===== src/rtl/prom_reader.sv =====
`default_nettype none
// ============================================================================
// Module   : prom_reader
// Purpose  : Scans a CE_N-gated bipolar PROM end to end. For each address it
//            drives prom_a/prom_ce_n, holds them for ACCESS_CYCLES clocks,
//            samples prom_d and offers the byte on a valid/ready write port.
//            A running 16-bit checksum of accepted bytes is maintained.
// Ports    : clk, reset (sync, active high)
//            start / abort           - scan control from the boot controller
//            prom_a, prom_ce_n, prom_d - PROM socket
//            wr_valid, wr_ready, wr_addr, wr_data - downstream write port
//            busy, done, checksum    - status
// Revision : 1.0 - initial release
// ============================================================================
module prom_reader #(
    parameter int DEPTH         = 32,
    parameter int ADDR_W        = 5,
    parameter int DATA_W        = 8,
    parameter int ACCESS_CYCLES = 2
) (
    input  logic              clk,
    input  logic              reset,
    input  logic              start,
    input  logic              abort,
    output logic [ADDR_W-1:0] prom_a,
    output logic              prom_ce_n,
    input  logic [DATA_W-1:0] prom_d,
    output logic              wr_valid,
    input  logic              wr_ready,
    output logic [ADDR_W-1:0] wr_addr,
    output logic [DATA_W-1:0] wr_data,
    output logic              busy,
    output logic              done,
    output logic [15:0]       checksum
);

    // A one-clock access still needs a 1-bit counter that simply stays at 0.
    localparam int CNT_W = (ACCESS_CYCLES > 1) ? $clog2(ACCESS_CYCLES) : 1;

    localparam logic [1:0] S_IDLE = 2'd0;
    localparam logic [1:0] S_WAIT = 2'd1;
    localparam logic [1:0] S_PUSH = 2'd2;
    localparam logic [1:0] S_DONE = 2'd3;

    localparam logic [ADDR_W-1:0] LAST_ADDR = ADDR_W'(DEPTH - 1);
    localparam logic [CNT_W-1:0]  CNT_LAST  = CNT_W'(ACCESS_CYCLES - 1);

    logic [1:0]        state_q,    state_d;
    logic [ADDR_W-1:0] prom_a_q,   prom_a_d;
    logic              ce_n_q,     ce_n_d;
    logic [CNT_W-1:0]  cnt_q,      cnt_d;
    logic              wr_valid_q, wr_valid_d;
    logic [ADDR_W-1:0] wr_addr_q,  wr_addr_d;
    logic [DATA_W-1:0] wr_data_q,  wr_data_d;
    logic              done_q,     done_d;
    logic [15:0]       checksum_q, checksum_d;

    // ------------------------------------------------------------------
    // State register
    // ------------------------------------------------------------------
    always_ff @(posedge clk) begin
        if (reset) begin
            state_q    <= S_IDLE;
            prom_a_q   <= '0;
            ce_n_q     <= 1'b1;
            cnt_q      <= '0;
            wr_valid_q <= 1'b0;
            wr_addr_q  <= '0;
            wr_data_q  <= '0;
            done_q     <= 1'b0;
            checksum_q <= '0;
        end else begin
            state_q    <= state_d;
            prom_a_q   <= prom_a_d;
            ce_n_q     <= ce_n_d;
            cnt_q      <= cnt_d;
            wr_valid_q <= wr_valid_d;
            wr_addr_q  <= wr_addr_d;
            wr_data_q  <= wr_data_d;
            done_q     <= done_d;
            checksum_q <= checksum_d;
        end
    end

    // ------------------------------------------------------------------
    // Next-state logic
    // ------------------------------------------------------------------
    always_comb begin
        state_d    = state_q;
        prom_a_d   = prom_a_q;
        ce_n_d     = ce_n_q;
        cnt_d      = cnt_q;
        wr_valid_d = wr_valid_q;
        wr_addr_d  = wr_addr_q;
        wr_data_d  = wr_data_q;
        done_d     = 1'b0;
        checksum_d = checksum_q;

        case (state_q)
            S_IDLE, S_DONE: begin
                if (start) begin
                    prom_a_d   = '0;
                    ce_n_d     = 1'b0;
                    cnt_d      = '0;
                    checksum_d = '0;
                    state_d    = S_WAIT;
                end
            end
            S_WAIT: begin
                // Address and CE_N stay frozen; only the access counter moves.
                if (cnt_q == CNT_LAST) begin
                    wr_data_d  = prom_d;
                    wr_addr_d  = prom_a_q;
                    wr_valid_d = 1'b1;
                    state_d    = S_PUSH;
                end else begin
                    cnt_d = cnt_q + CNT_W'(1);
                end
            end
            S_PUSH: begin
                if (wr_ready) begin
                    checksum_d = checksum_q + 16'(wr_data_q);
                    wr_valid_d = 1'b0;
                    if (prom_a_q == LAST_ADDR) begin
                        ce_n_d  = 1'b1;
                        done_d  = 1'b1;
                        state_d = S_DONE;
                    end else begin
                        prom_a_d = prom_a_q + ADDR_W'(1);
                        cnt_d    = '0;
                        state_d  = S_WAIT;
                    end
                end
            end
            default: begin
                state_d = S_IDLE;
            end
        endcase

        // Abort wins over everything above, including a same-cycle handshake,
        // so the byte in flight is neither counted nor followed by done.
        if (abort) begin
            state_d    = S_IDLE;
            prom_a_d   = '0;
            ce_n_d     = 1'b1;
            cnt_d      = '0;
            wr_valid_d = 1'b0;
            done_d     = 1'b0;
            checksum_d = checksum_q;
        end
    end

    // ------------------------------------------------------------------
    // Outputs
    // ------------------------------------------------------------------
    always_comb begin
        busy      = (state_q == S_WAIT) || (state_q == S_PUSH);
        prom_a    = prom_a_q;
        prom_ce_n = ce_n_q;
        wr_valid  = wr_valid_q;
        wr_addr   = wr_addr_q;
        wr_data   = wr_data_q;
        done      = done_q;
        checksum  = checksum_q;
    end

endmodule
`default_nettype wire


===== config.mk =====
export PLATFORM = sky130hd
export DESIGN_NAME = prom_reader
export DESIGN_NICKNAME = d
export VERILOG_FILES = /design/src/rtl/prom_reader.sv
export SDC_FILE = /design/constraint.sdc
export NUM_CORES = 1
export LEC_CHECK = 0
export CAP_MARGIN = 20
export CORE_ASPECT_RATIO = 0.7
export CORE_MARGIN = 2
export CORE_UTILIZATION = 53
export DETAILED_ROUTE_END_ITERATION = 12
export PLACE_DENSITY = 0.95
export SLEW_MARGIN = 30
export SYNTH_ARGS = -nofsm -noshare
export SYNTH_HDL_FRONTEND = slang
export SYNTH_SLANG_ARGS = --single-unit

===== constraint.sdc =====
create_clock -name clk -period 3.9 [get_ports clk]
set_input_delay 0.78 -clock clk [delete_from_list [all_inputs] [get_ports clk]]
set_output_delay 0.78 -clock clk [all_outputs]
set_load 0.03 [all_outputs]

# [After elaboration in Yosys (flattened, before gate mapping)]
# Index checks and enable logic that the tools add are counted.
[totals] mem_bits_ro=0 inputBits=13 mem_count=0 ram_bits=0 elab_cells=62 out_inout_bits=38 latch_bits=0 register_bits=40
[classes] bitwise=3 div_mod_pow=0 muxes=24 multipliers=0 n_reduce_logical=14 n_lt_le_gt_ge=0 n_eq_ne=9 shift=0 addsub=3
[ops] op="$mux 16" count=2
[ops] op="$pmux 16 s2" count=1
[ops] op="$add 16x8->16" count=1
[ops] op="$mux 5" count=3
[ops] op="$reduce_and 4->1" count=3
[ops] op="$ne 2x2->1 const B" count=5
[ops] op="$pmux 5 s2" count=1
[ops] op="$mux 1" count=9
[ops] op="$reduce_and 3->1" count=3
[ops] op="$mux 2" count=4
[ops] op="$pmux 2 s3" count=1
[ops] op="$add 5x1->5 const B" count=1
[ops] op="$eq 5x5->1 const B" count=1
[ops] op="$eq 2x2->1 const B" count=2
[ops] op="$pmux 1 s2" count=2
[ops] op="$reduce_bool 2->1" count=2
[ops] op="$reduce_or 2->1" count=2
[ops] op="$reduce_or 4->1" count=1
[ops] op="$not 1->1" count=3
[ops] op="$pmux 1 s3" count=1
[ops] op="$eq 2x1->1 const B" count=1
[ops] op="$logic_not 2->1" count=1
[ops] op="$reduce_and 2->1" count=1
[ops] op="$add 1x1->1 const B" count=1
[ops] op="$logic_or 1x1->1" count=1

# [Logic depth before layout (Yosys ltp)]
[depth] word_depth=4 depth_mapped=10 depth_no_buf=8

# [Worst setup path after synthesis]
# OpenSTA, ideal clock, no wires.
[synth_path] path_type="register -> register" from="register checksum_q[0] (netlist: checksum[0])" to="register checksum_q[14] (netlist: checksum[14])" t_arrival_ns=2.220 setup_time_ns=0.070 required_ns=3.830 synth_period_minus_slack_ns=2.291 slack_ns=1.609 path_buffers=0 path_stages_with_launch=9 cell_sequence="dfxtp_1 -> ha_1 -> inv_1 -> fa_1 -> nand2b_1 -> a211oi_1 -> nor2_1 -> or3_1 -> a21oi_1"
[synth_between] elab_chain_len=3
[synth_lines] element="from (decl)" line="56" source="logic [15:0] checksum_q, checksum_d;"
[synth_lines] element="from (signal assigned)" line="81" source="checksum_q <= checksum_d;"
[synth_lines] element="$add 16x8->16" line="122" source="checksum_d = checksum_q + 16'(wr_data_q);"
[synth_lines] element="$mux 16" line="121" source="if (wr_ready) begin"
[synth_lines] element="$pmux 16 s2" line="99" source="case (state_q)"
# No other way between the ends. The select of a mux whose other input is x is not followed.
# A chain may end at the register's enable or synchronous reset.

# [Worst setup path after layout]
[layout_path] from="register state_q[0]" to="output busy"
[layout_between] elab_chain_len=2 elab_cells_between_ends=3 cone_classes="eq/ne: 2; reduce/logical: 1"
[layout_lines] element="from (decl)" line="48" source="logic [1:0] state_q, state_d;"
[layout_lines] element="from (signal assigned)" line="73" source="state_q <= state_d;"
[layout_lines] element="$eq 2x1->1 or $eq 2x2->1 (tied branches)" line="157" source="busy = (state_q == S_WAIT) || (state_q == S_PUSH);"
[layout_lines] element="$logic_or 1x1->1 *" line="157"
[layout_lines] element="to (decl)" line="32" source="output logic busy,"
# Every way passes the cells marked *; elsewhere a longest branch is shown, timed or not.

==> results.txt <==
In this run the static leakage power is 1.000 nW. The startpoint identified for the worst register-to-register timing path is state_q[0]. The achievable clock frequency came out at 384.0 MHz. The clock period could shrink to 2.604 ns. The final count of hold timing violations is 0. The core occupancy in the finished layout came out at 0.7009. The area overhead of the layout relative to synthesis came out at 28.02%. The total routing resource utilization after global routing is 0.2662.

The final period utilization came out at 0.6677. The wire-length estimate of the detail-placed layout is 4.084 mm. The vertical die dimension came out at 57.10 um. The top fanout value on the critical path came out at 4. The remaining antenna violation count after routing came out at 0. The number of cells on the worst hold path is 2. STA classifies the critical path endpoint as a primary output. The share of the yosys chip area belonging to registers is 0.3751. The share of final-layout standard cells stronger than drive strength 1 is 0.05397. The placed cell area came out at 2640 um^2. The proportion of register bits with asynchronous set or reset after synthesis is 0. The DRC marker count from the first detailed-route iteration is 238. For the final routed database, the setup TNS stands at 0 ns. The register-to-register path setup slack is 1.32 ns.

The net switching component of the power is 187.3 uW. The number of global-route vias before repair came out at 1992. The number of buffers created by CTS came out at 5. The transition time at the pin with the least slew margin is 0.8102 ns. The placement-stage worst setup slack is 1.134 ns.

The number of gates resized after cts came out at 0. TritonCTS built the clock tree. The delay of the slowest critical-path stage is 0.66 ns. In this run the critical register-to-register path is captured at checksum[11].

The multi-input combinational cells in the finished layout cover a total of 1225 um^2. The initial antenna violation count came out at 0. The critical path goes through inv_1 -> ha_1 -> inv_1 -> clkdlybuf4s50_1. The maximum clock insertion buffer count is 2. The worst supply voltage drop on vdd is 0.2141 mV. The least setup slack across all paths after layout is 1.296 ns.

The first detailed-routing pass took 4 iterations. The DRC violation count after routing came out at 0. Of the total power, combinational logic draws 0.083. Of the total power, the share spent switching nets is 0.2456.

The fraction of power consumed by the clock network is 0.378. The starting density of the core is 0.5475. The slowest stage of the critical path belongs to the cell sky130_fd_sc_hd__clkdlybuf4s50_1.

The clock-pin transition on the worst setup and hold timing paths is 0.08 ns. The number of primary I/O pins is 51. The CTS H-tree depth came out at 2. The cell repeated most along the worst path is sky130_fd_sc_hd__inv_1. Routability-driven placement finished with a final weighted congestion of 0.9163.

The library cells used most frequently in the layout, excluding fill and tap cells, are 51 x sky130_fd_sc_hd__nand2_1, 50 x sky130_fd_sc_hd__clkdlybuf4s50_1, 40 x sky130_fd_sc_hd__dfxtp_1. The length in cells of the worst reg-to-reg path came out at 7. The number of antenna diodes in the final layout is 0.

The relative slew slack came out at 0.4595. After synthesis the netlist holds a flip-flop and latch count of 40. The core footprint is 3899 um^2. STA puts the critical path data arrival time at 1.82 ns. The power per standard cell area is 279.1 nW/um^2. The cell internal power dissipation came out at 575.4 uW. The number of synthesis warnings is 0. The average instance area after synthesis is 7.935 um^2. The layout has 304 filler cells. Buffers inserted to repair hold after CTS numbered 0. The count of cell types in the netlist came out at 42. The number of rows in the core area is 19. The cell count after synthesis came out at 269. Across the routed clock network, the largest skew measured is 0.01083 ns.

The mean number of vias per cell came out at 5.891. The final count of pins violating max slew came out at 0. The sequential standard cell area came out at 800.8 um^2. The post-synthesis net count came out at 296. The first global-routing pass estimated 9.397 mm of wire.

The post-layout net count came out at 341. The path with the worst hold slack has its endpoint at wr_addr[4]. Global routing finished with a remaining overflow of 0. The leading cell type in the layout, fill and taps excluded is sky130_fd_sc_hd__nand2_1. Counting tap cells, the placed design contains a total of 359 instances. The number of standard cells in the layout, taps in and fillers out came out at 367.

The post-CTS setup buffer count is 0. Detailed routing inserted a total of 2162 vias. Setup repair after global routing left no endpoint under its margin. In this run the cell area of the synthesized design comes to 2135 um^2. Counting every sink on the clock net gives 40.

After routing the design area is 2733 um^2. The startpoint identified for the worst hold timing path is wr_addr[4]. The average detailed-routed wire length per instance came out at 15.92 um. The path type of the worst setup path is register to primary output. The startpoint class of the critical path is a register.

The setup-violating endpoint count in the final report came out at 0. The clock tree root buffer cell is sky130_fd_sc_hd__clkbuf_8. The power share of the sequential group is 0.539. The floorplan step defined a die boundary enclosing 4559 um^2. The run finished with clean final reports. The clock latency on the worst-skew pair came out at 0.30 ns. The required arrival time at the worst endpoint came out at 3.12 ns. The total length of routed wires came out at 5.843 mm. The pin count of the biggest net entering global routing is 20. Counting flops with a built-in enable in the synthesized netlist gives 0. For this run, the leading register cell type out of synthesis is sky130_fd_sc_hd__dfxtp_1. The die outline width came out at 79.85 um. The path class of the tightest hold or removal check is register to register. The count of port buffers added during placement came out at 50. The start point of the critical path is state_q[0]. The number of violations of the max-capacitance limit is 0.
## state kept, by name (all words and copies together) (netlist names)
signal	flops
checksum	16
wr_data	8
prom_a	5
wr_addr	5
state_q	2
cnt_q	1
done	1
prom_ce_n	1
wr_valid	1
## cell families (layout without fill, tap and decap cells)
kind of cell	Yosys count	after routing	synth area share
XOR/XNOR	5	5	0.02052
multiplexers	7	7	0.03283
flip-flops	40	40	0.3751
adder cells (fa/ha/maj)	14	14	0.08558
buffers and inverters	24	70	0.05099
AO/OA/AOI/OAI	61	61	0.1700
AND/OR/NAND/NOR	118	118	0.2650
## worst max-delay path: cells and delay by family, from the launching register on
family | cells | cell delay, ns
buf+inv | 3 | 0.79
flops | 1 | 0.39
fa+ha+maj | 1 | 0.34
## stage by stage
stage               hold WS, ns  power (mW)
floorplan                0.4986      0.4598
global placement         0.4418      0.4801
detailed placement       0.4481      0.4818
CTS                      0.4587      0.7622
global route             0.4875      0.7885
finish                   0.4540      0.7627
## worst max path at each step
stage	endpoint	slack [ns]	depth (start not counted)
3_3_place_gp	checksum[8]	1.24	5
3_5_place_dp	checksum[11]	1.13	6
2_1_floorplan	checksum[14]	1.61	8
4_1_cts	busy	1.31	4
6_report	busy	1.30	4
5_1_grt	busy	1.20	4
## synth_stat cells, types with 2 or more instances
cell	number	area [um^2]
sky130_fd_sc_hd__nand2b_1	6	37.54
sky130_fd_sc_hd__inv_1	10	37.54
sky130_fd_sc_hd__a31o_2	2	17.52
sky130_fd_sc_hd__ha_1	13	162.7
sky130_fd_sc_hd__nand3_1	15	75.07
sky130_fd_sc_hd__buf_2	3	15.01
sky130_fd_sc_hd__o2111ai_1	2	17.52
sky130_fd_sc_hd__o21ai_0	6	30.03
sky130_fd_sc_hd__a21o_1	3	22.52
sky130_fd_sc_hd__nand2_1	51	191.4
sky130_fd_sc_hd__xor2_1	3	26.28
sky130_fd_sc_hd__or3_1	4	25.02
sky130_fd_sc_hd__and3_1	4	25.02
sky130_fd_sc_hd__clkbuf_1	8	30.03
sky130_fd_sc_hd__nor2b_1	3	18.77
sky130_fd_sc_hd__dfxtp_1	40	800.8
sky130_fd_sc_hd__a21oi_1	37	185.2
sky130_fd_sc_hd__a211oi_1	3	22.52
sky130_fd_sc_hd__nor3_1	4	20.02
sky130_fd_sc_hd__mux2i_1	7	70.07
sky130_fd_sc_hd__xnor2_1	2	17.52
sky130_fd_sc_hd__buf_6	2	22.52
sky130_fd_sc_hd__nor2_1	16	60.06
sky130_fd_sc_hd__nor4_1	2	12.51
sky130_fd_sc_hd__nand4_1	6	37.54
## area by class of cell
type	count	share of cell area
Multi-Input combinational cell	205	0.4483
Sequential cell	40	0.2930
Clock inverter	2	0.003663
Tap cell	52	0.02381
Inverter	11	0.01511
Timing Repair Buffer	51	0.1859
Clock buffer	6	0.03022
## metal layers
metal | routed length (um) | vias up | GRT usage
li1 | - | 1027 | -
met1 | 2523 | 1008 | 0.3460
met2 | 2704 | 114 | 0.4358
met3 | 531 | 13 | 0.07437
met4 | 84 | 0 | 0.08232
met5 | 0 | - | 0
## power by group through the flow
stage               sequential, mW  clock (mW)  combinational [mW]
global placement             0.421           0              0.0592
global route                 0.412       0.309              0.0675
detailed placement           0.421           0              0.0609
floorplan                    0.422           0              0.0375
finish                       0.411       0.288              0.0631
CTS                          0.411       0.289              0.0618
Power figures use the tool's default switching activity.
